### src/rtl/uart_pkg.sv
// Shared UART definitions: receiver state encoding, data width, default bit period.
// Latency: none (declarations only). Backpressure: not applicable.
package uart_pkg;

    localparam int UART_DATA_W       = 8;
    localparam int UART_CLKS_PER_BIT = 434;   // 50 MHz / 115200, shared with the transmitter

    typedef enum logic [2:0] {
        ST_IDLE      = 3'd0,
        ST_START     = 3'd1,
        ST_DATA      = 3'd2,
        ST_PARITY    = 3'd3,
        ST_STOP      = 3'd4,
        ST_WAIT_HIGH = 3'd5
    } rx_state_e;

endpackage

### src/rtl/uart_rx_sync.sv
// Metastability synchroniser for an idle-high serial input; flops reset to 1.
// Latency: SYNC_STAGES cycles. Backpressure: none.
module uart_rx_sync #(
    parameter int SYNC_STAGES = 2
) (
    input  logic clk,
    input  logic rst,
    input  logic din,
    output logic dout
);

    logic [SYNC_STAGES-1:0] sync_q;
    logic [SYNC_STAGES-1:0] sync_d;

    always_comb begin
        sync_d = {sync_q[SYNC_STAGES-2:0], din};
    end

    always_ff @(posedge clk or posedge rst) begin
        if (rst) begin
            sync_q <= '1;
        end else begin
            sync_q <= sync_d;
        end
    end

    assign dout = sync_q[SYNC_STAGES-1];

endmodule

### src/rtl/uart_rx_byte.sv
// 8N1 UART receiver (8E1 when UART_RX_PARITY_EN is defined); mid-bit sampling, 1-cycle valid/frame_err strobes.
// Latency: strobe one cycle after the stop-bit sample. Backpressure: none, the consumer must take each strobe.
module uart_rx_byte
    import uart_pkg::*;
#(
    parameter int CLKS_PER_BIT = UART_CLKS_PER_BIT,
    parameter int SYNC_STAGES  = 2
) (
    input  logic                   clk,
    input  logic                   rst,
    input  logic                   uart_in,
    output logic [UART_DATA_W-1:0] data,
    output logic                   valid,
    output logic                   frame_err,
    output logic                   busy
);

    localparam int CNT_W = $clog2(CLKS_PER_BIT);
    localparam logic [CNT_W-1:0] CNT_LAST = CNT_W'(CLKS_PER_BIT - 1);
    localparam logic [CNT_W-1:0] CNT_HALF = CNT_W'(CLKS_PER_BIT / 2 - 1);
    localparam logic [2:0]       IDX_LAST = 3'(UART_DATA_W - 1);

    logic rx_s;

    uart_rx_sync #(
        .SYNC_STAGES (SYNC_STAGES)
    ) u_sync (
        .clk  (clk),
        .rst  (rst),
        .din  (uart_in),
        .dout (rx_s)
    );

    rx_state_e              state_q, state_d;
    logic [CNT_W-1:0]       cnt_q, cnt_d;
    logic [2:0]             idx_q, idx_d;
    logic [UART_DATA_W-1:0] shreg_q, shreg_d;
    logic [UART_DATA_W-1:0] data_q, data_d;
    logic                   valid_q, valid_d;
    logic                   frame_err_q, frame_err_d;
    logic                   stop_ok;

`ifdef UART_RX_PARITY_EN
    logic par_err_q, par_err_d;

    assign stop_ok = rx_s && !par_err_q;
`else
    assign stop_ok = rx_s;
`endif

    always_comb begin
        state_d     = state_q;
        cnt_d       = cnt_q + CNT_W'(1);
        idx_d       = idx_q;
        shreg_d     = shreg_q;
        data_d      = data_q;
        valid_d     = 1'b0;
        frame_err_d = 1'b0;
`ifdef UART_RX_PARITY_EN
        par_err_d   = par_err_q;
`endif
        case (state_q)
            ST_IDLE: begin
                cnt_d = '0;
                if (!rx_s) begin
                    state_d = ST_START;
                end
            end
            ST_START: begin
                // Re-check the start bit at its centre; this fixes mid-bit alignment for the frame.
                if (cnt_q == CNT_HALF) begin
                    cnt_d = '0;
                    if (!rx_s) begin
                        state_d = ST_DATA;
                        idx_d   = '0;
                    end else begin
                        state_d = ST_IDLE;
                    end
                end
            end
            ST_DATA: begin
                if (cnt_q == CNT_LAST) begin
                    cnt_d          = '0;
                    shreg_d[idx_q] = rx_s;
                    idx_d          = idx_q + 3'd1;
                    if (idx_q == IDX_LAST) begin
`ifdef UART_RX_PARITY_EN
                        state_d = ST_PARITY;
`else
                        state_d = ST_STOP;
`endif
                    end
                end
            end
`ifdef UART_RX_PARITY_EN
            ST_PARITY: begin
                if (cnt_q == CNT_LAST) begin
                    cnt_d     = '0;
                    par_err_d = ^{shreg_q, rx_s};
                    state_d   = ST_STOP;
                end
            end
`endif
            ST_STOP: begin
                if (cnt_q == CNT_LAST) begin
                    cnt_d = '0;
                    if (stop_ok) begin
                        data_d  = shreg_q;
                        valid_d = 1'b1;
                        state_d = ST_IDLE;
                    end else begin
                        frame_err_d = 1'b1;
                        state_d     = ST_WAIT_HIGH;
                    end
                end
            end
            ST_WAIT_HIGH: begin
                // A held-low (break) line must not be mistaken for a new start bit.
                cnt_d = '0;
                if (rx_s) begin
                    state_d = ST_IDLE;
                end
            end
            default: begin
                cnt_d   = '0;
                state_d = ST_IDLE;
            end
        endcase
    end

    always_ff @(posedge clk or posedge rst) begin
        if (rst) begin
            state_q     <= ST_IDLE;
            cnt_q       <= '0;
            idx_q       <= '0;
            shreg_q     <= '0;
            data_q      <= '0;
            valid_q     <= 1'b0;
            frame_err_q <= 1'b0;
        end else begin
            state_q     <= state_d;
            cnt_q       <= cnt_d;
            idx_q       <= idx_d;
            shreg_q     <= shreg_d;
            data_q      <= data_d;
            valid_q     <= valid_d;
            frame_err_q <= frame_err_d;
        end
    end

`ifdef UART_RX_PARITY_EN
    always_ff @(posedge clk or posedge rst) begin
        if (rst) begin
            par_err_q <= 1'b0;
        end else begin
            par_err_q <= par_err_d;
        end
    end
`endif

    assign data      = data_q;
    assign valid     = valid_q;
    assign frame_err = frame_err_q;
    assign busy      = (state_q != ST_IDLE);

endmodule

### config.mk
export PLATFORM = sky130hd
export DESIGN_NAME = uart_rx_byte
export DESIGN_NICKNAME = d
export VERILOG_FILES = /design/src/rtl/uart_pkg.sv /design/src/rtl/uart_rx_sync.sv /design/src/rtl/uart_rx_byte.sv
export SDC_FILE = /design/constraint.sdc
export NUM_CORES = 1
export LEC_CHECK = 0
export ABC_AREA = 1
export BUFFER_PORTS_ARGS = -buffer_cell sky130_fd_sc_hd__buf_4
export CORE_AREA = 2 2 74 76
export CTS_CLUSTER_SIZE = 12
export DETAILED_ROUTE_END_ITERATION = 16
export DIE_AREA = 0 0 76 78
export GPL_TIMING_DRIVEN = 0
export SYNTH_ARGS = -nofsm -noshare
export SYNTH_HDL_FRONTEND = slang
export SYNTH_HIERARCHICAL = 1
export SYNTH_SLANG_ARGS = --single-unit
### constraint.sdc
create_clock -name clk -period 1.9 [get_ports clk]
set_input_delay 0.095 -clock clk [delete_from_list [all_inputs] [get_ports clk]]
set_output_delay 0.095 -clock clk [all_outputs]
set_load 0.005 [all_outputs]
Word-level counts from Yosys, hierarchy flattened
Cells that the tools add are included.

cells by class
  add/subtract/negate cells = 2
  $lt $le $gt $ge = 2
  eq/ne operators = 14
  multiplexer cells = 25
  reductions and logical operators = 9

operators with widths
  cell                                                        count
  2-to-1 mux 3 bit                                            10
  2-to-1 mux 9 bit                                            2
  one-hot mux 9 bit (2 select lines)                          1
  one-hot mux 3 bit (5 select lines)                          1
  != test 2 bit, second input constant                        6
  adder 9 x 1 -> 9 bit, second input constant                 1
  == test 3 bit, second input constant                        3
  == test 9 x 8 -> 1 bit, second input constant               1
  == test 9 bit, second input constant                        1
  bitwise mux 8 bit                                           1
  2-to-1 mux 1 bit                                            7
  one-hot mux 3 bit (2 select lines)                          1
  AND reduction 6 bit                                         1
  less-than comparator 3 x 4 -> 1 bit, second input constant  1
  AND reduction 4 bit                                         1
  adder 3 x 1 -> 3 bit, second input constant                 1
  demux 1 bit (select 3 bit)                                  1
  == test 3 x 1 -> 1 bit, second input constant               1
  == test 3 x 2 -> 1 bit, second input constant               1
  >= comparator 3 x 1 -> 1 bit, second input constant         1
  zero test 3 bit                                             1
  AND reduction 3 bit                                         1
  nonzero test 3 bit                                          1
  2-to-1 mux 2 bit                                            1
  5 further kinds                                             5

word-level totals
  register bits after elaboration = 35
  bits of input ports = 3
  output and inout port bits = 11

Longest topological paths before layout
  word-level depth = 5
  mapped depth = 11
  gate-level depth less buffers = 11

Cells and area by module
Netlist, hierarchy kept.

by module, submodules not included
  module        times used  cells an instance  area an instance (µm²)  sequential area each (µm²)
  uart_rx_byte  1           203                1,659.1                 825.8
  uart_rx_sync  1           3                  56.3                    52.6

Least setup slack after synthesis
Ideal clock, no wire load.

  kind = register -> register
  start = register cnt_q[1]
  end = register shreg_q[1]
  library setup time = 0.132 ns
  arrival = 1.297 ns
  slack = 0.472 ns
  stages on the path, launching flop included = 11
  clock period less this slack = 1.428 ns
  cell sequence = dfrtp_1 inv_1 ha_1 nand2_1 nor2_2 nand2_4 nor2_4 buf_6 nand3_1 nand2_1 o21ai_1

between the ends
  cells in the longest elaborated chain, start to end = 2

RTL lines
  item                                  line                 text
  from (decl)                           uart_rx_byte.sv:35   logic [CNT_W-1:0] cnt_q, cnt_d;
  from (signal assigned)                uart_rx_byte.sv:142  cnt_q <= cnt_d;
  == test 9 bit                         uart_rx_byte.sv:82   if (cnt_q == CNT_LAST) begin
  AND reduction 2 bit (no source line)  -
  to (signal assigned)                  uart_rx_byte.sv:144  shreg_q <= shreg_d;
  to (decl)                             uart_rx_byte.sv:37   logic [UART_DATA_W-1:0] shreg_q, shreg_d;

Every way passes these cells.
A chain may end at the register's enable or synchronous reset.

Worst setup path after layout
  start = register cnt_q[1]
  end = register cnt_q[0]

between the ends
  cells in the longest elaborated chain, start to end = 3

RTL lines
  item                                                     line                                                         text
  == test 9 bit or == test 9 x 8 -> 1 bit (tied branches)  uart_rx_byte.sv:82, uart_rx_byte.sv:105, uart_rx_byte.sv:71
  2-to-1 mux 9 bit (on tied branches)                      uart_rx_byte.sv:82, uart_rx_byte.sv:105, uart_rx_byte.sv:71
  one-hot mux 9 bit (2 select lines) (*)                   uart_rx_byte.sv:62                                           case (state_q)
  net cnt_d[0]                                             uart_rx_byte.sv:35

The timed path passes the listed nets; every way through them passes the cells marked *.

==> impl_summary.txt <==
----------------------------------------------------
[Floorplanning]
  Total Die Area ... 0.005928 mm²
  Top-level port count ... 14
  Vertical extent of the die ... 78 µm
  Die Width ... 76 µm
  Core Box Area ... 0.005042 mm²
  Initial core utilization ... 34.02%
  Number of cell rows ... 26

[Logic synthesis]
  Count of flip-flops with a built-in enable after synthesis ... 0
  Share of flip-flops with an asynchronous set or reset after synthesis ... 100.0%
  Cells after synthesis ... 206
  Synthesis-stage register bit count ... 35
  Synth warnings ... 6
  Most used standard cells in the synthesized netlist ... 74 x sky130_fd_sc_hd__nand2_1, 33 x sky130_fd_sc_hd__dfrtp_1, 20 x sky130_fd_sc_hd__inv_1
  Post-Syn Area per Cell ... 8.327 µm²
  Number of nets in the synthesized netlist ... 214
  Area of the mapped netlist ... 0.001715 mm²
  Yosys top cell area share ... 48.14%
  Synth cell types ... 28
  Library cell with the highest instance count after synthesis ... sky130_fd_sc_hd__nand2_1
  Most frequently used flop master after synthesis ... sky130_fd_sc_hd__dfrtp_1
  Fraction of the yosys area taken by sequential cells ... 51.20%
  Cell taking the most area after synthesis ... sky130_fd_sc_hd__dfrtp_1
  Synth top area cells ... sky130_fd_sc_hd__dfrtp_1 48%, sky130_fd_sc_hd__nand2_1 16%, sky130_fd_sc_hd__inv_1 4.4%

[Route]
  Via count of the routed design ... 1,272
  WL met3 ... 89 µm
  1st-pass router iterations ... 4
  Vias per cell ... 4.254
  Post-DR wirelength/cell ... 10.00 µm
  Uppermost routed layer ... met4
  WL met2 ... 1246 µm
  DRT iter0 DRCs ... 74
  Routed Antenna Nets ... 0
  DRC violations left ... 0
  Detailed-routing wirelength on met1 ... 1587 µm
  Post-detailed-routing wire length ... 2991 µm

[Power and ir drop]
  Net switching power figure ... 0.0002885 W
  Total power divided by cell area ... 721.0 mW/mm²
  Leakage power figure ... 1.096 nW
  Sequential share of power ... 51.0%
  Peak supply drop ... 0.2224 mV
  Switching power share of the total ... 19.63%
  Internal power ... 0.001181 W
  Proportion of power drawn by the clock network ... 46.8%
  Combinational cell fraction of total power ... 2.2%

[STA]
  Transition time at the pin with the least slew margin ... 688.4 ps
  Time the worst path needs with I/O delays and setup ... 1607 ps
  Highest clock frequency the design can meet ... 622.3 MHz
  Clk_skew ... 7.918 ps
  Normalized max-slew margin ... 54.04%
  Final Cycle Share ... 84.57%
  Hold Fails Final Rpt ... 0
  Slew Viols, Final ... 0
  Final-report setup violation count ... 0
  Total negative slack ... 0 ps
  Unrepaired setup endpoints after global routing ... no
  Final WS setup ... 293.1 ps

[Critical path]
  Path depth of the worst reg2reg path ... 11
  Category of the most critical setup path ... register to register
  R2R setup slack ... 290 ps
  Critical path endpoint category ... register
  Worst EP required ... 2070 ps
  Critical path launch point type ... register
  Maximum net fanout on the critical path ... 7
  Arrival time of data at the critical path endpoint ... 1780 ps
  Reg-to-Reg Start ... cnt_q[1]
  Reg-to-reg endpoint ... cnt_q[0]

[Final layout]
  Fraction of final layout cells sized beyond drive strength 1 ... 19.21%
  Sequential cell area ... 878.3 µm²
  Footprint of the multi-input gates ... 724.4 µm²
  Filler Cells Inserted ... 512
  Total inserted antenna cells ... 0
  Final design instance area without fill ... 0.002038 mm²
  Fin util ... 40.42%
  Nets ... 236
  Post-synthesis to final-layout area growth ... 18.82%

[Clock network]
  H-tree levels ... 2
  Clock Sinks ... 35
  Latest clock arrival within the worst-skew pair ... 290 ps
  CTS tree ... done
  Clock-pin slew on the worst setup and hold paths ... 60 ps
  Longest Clk Path Bufs ... 2
  Cell at the root of the clock tree ... sky130_fd_sc_hd__clkbuf_8
  CTS buffer count ... 5

[Global route]
  Global-route wire length before repair ... 5602 µm
  Number of antenna violations at the first check in global routing ... 0
  Largest net degree at the start of global routing ... 34
  Total global routing track utilization ... 11.94%
  Vias in the first global route ... 1,239
  Leftover overflow at the end of global routing ... 0

[Worst hold path]
  Worst Hold Class ... register to register
  Hold Path Cell Cnt ... 0
  Hold path startpoint ... u_sync/sync_q[0]
  End point of the most critical hold path ... u_sync/sync_q[1]

[Placed design]
  Number of buffer cells added on primary ports ... 13
  Setup WS pre-CTS ... 282.2 ps
  HPWL after detailed placement ... 2133 µm
  Post-place instance area ... 0.001901 mm²
  Final weighted congestion of routability-driven global placement ... 0.7333

[Run]
  Max_cap viols ... 0

[Outcome]
  Run status ... finished clean

----------------------------------------------------
cell type report:
type	instances	area share, %
Buffer	2	0.7366
Timing Repair Buffer	15	5.770
Tap cell	70	4.297
Clock buffer	6	4.052
Inverter	26	4.788
Multi-Input combinational cell	143	35.54
Sequential cell	35	43.09
Clock inverter	2	1.719
sequential cells by signal, summed over array words and instances, names as in the netlist:
signal         flops
shreg_q            8
valid              1
state_q            3
data               8
frame_err          1
u_sync/sync_q      2
idx_q              3
cnt_q              9
cells by family after synthesis:
| logic type | count (synthesis) | synth area share [%] |
|---|---|---|
| AO/OA/AOI/OAI | 14 | 4.668 |
| XOR/XNOR | 4 | 2.043 |
| adder cells (fa/ha/maj) | 5 | 3.647 |
| buffers and inverters | 28 | 6.564 |
| flip-flops | 35 | 51.20 |
| AND/OR/NAND/NOR | 120 | 31.87 |
worst max path at each step:
stage	from	end	slack [ps]
after floorplan	cnt_q[1]	shreg_q[1]	470
after global placement	cnt_q[1]	cnt_q[0]	300
after detailed placement	cnt_q[1]	cnt_q[0]	280
after CTS	cnt_q[1]	cnt_q[0]	270
after global routing	cnt_q[1]	data[4]	100
final	cnt_q[1]	cnt_q[0]	290
repair_timing:
| action | 4_1_cts | 5_1_grt |
|---|---|---|
| buffers inserted | 0 | 0 |
| gates resized for setup | 0 | 0 |
| hold buffers | 2 | 0 |
| endpoints found under the hold margin | 3 | 0 |
| setup endpoints to repair | 0 | 0 |
placed cells by master (no fill, tap or decap), drive strengths merged:
cell and instances:
xnor2 1, nand3b 1, dlygate4sd3 2, xor2 3, dfstp 2, nand4 2
nor3 2, o21a 1, o31ai 1, clkbuf 7, nand2 78, nand3 13
nor2 23, o21bai 2, buf 14, a21oi 1, ha 5, bufinv 1
inv 26, clkinv 1, o21ai 9, dfrtp 33, or2 1
stage by stage:
stage          instances  total power, W  hold slack (ps)
2_1_floorplan        206       0.0007833            6.500
3_3_place_gp         289       0.0007941            142.0
3_5_place_dp         289       0.0007943            142.8
4_1_cts              299        0.001490            357.6
5_1_grt              299        0.001523            360.1
6_report             299        0.001470            357.0
critical path, stage by stage, from the launching register on:
cell	delay [ps]
sky130_fd_sc_hd__dfrtp_1	390
sky130_fd_sc_hd__inv_1	100
sky130_fd_sc_hd__ha_1	140
sky130_fd_sc_hd__nand2_1	60
sky130_fd_sc_hd__nor2_2	170
sky130_fd_sc_hd__nand2_4	100
sky130_fd_sc_hd__nand2_1	80
sky130_fd_sc_hd__nand2_2	80
sky130_fd_sc_hd__inv_1	90
sky130_fd_sc_hd__nand2_2	80
sky130_fd_sc_hd__inv_2	130
sky130_fd_sc_hd__nor2_1	60
power by group through the flow:
stage	combinational, W	sequential [W]	clock, W
2_1_floorplan	0.0000199	0.000763	0
3_3_place_gp	0.0000304	0.000764	0
3_5_place_dp	0.0000305	0.000764	0
4_1_cts	0.0000338	0.000750	0.000707
5_1_grt	0.0000379	0.000749	0.000735
6_report	0.0000318	0.000750	0.000688
layer usage:
metal / track usage, % / vias up
met3: 3.605 / 6
met1: 15.58 / 572
met2: 18.04 / 15
met5: 0 / -
li1: - / 679
met4: 6.000 / 0
Power figures use the tool's default switching activity.
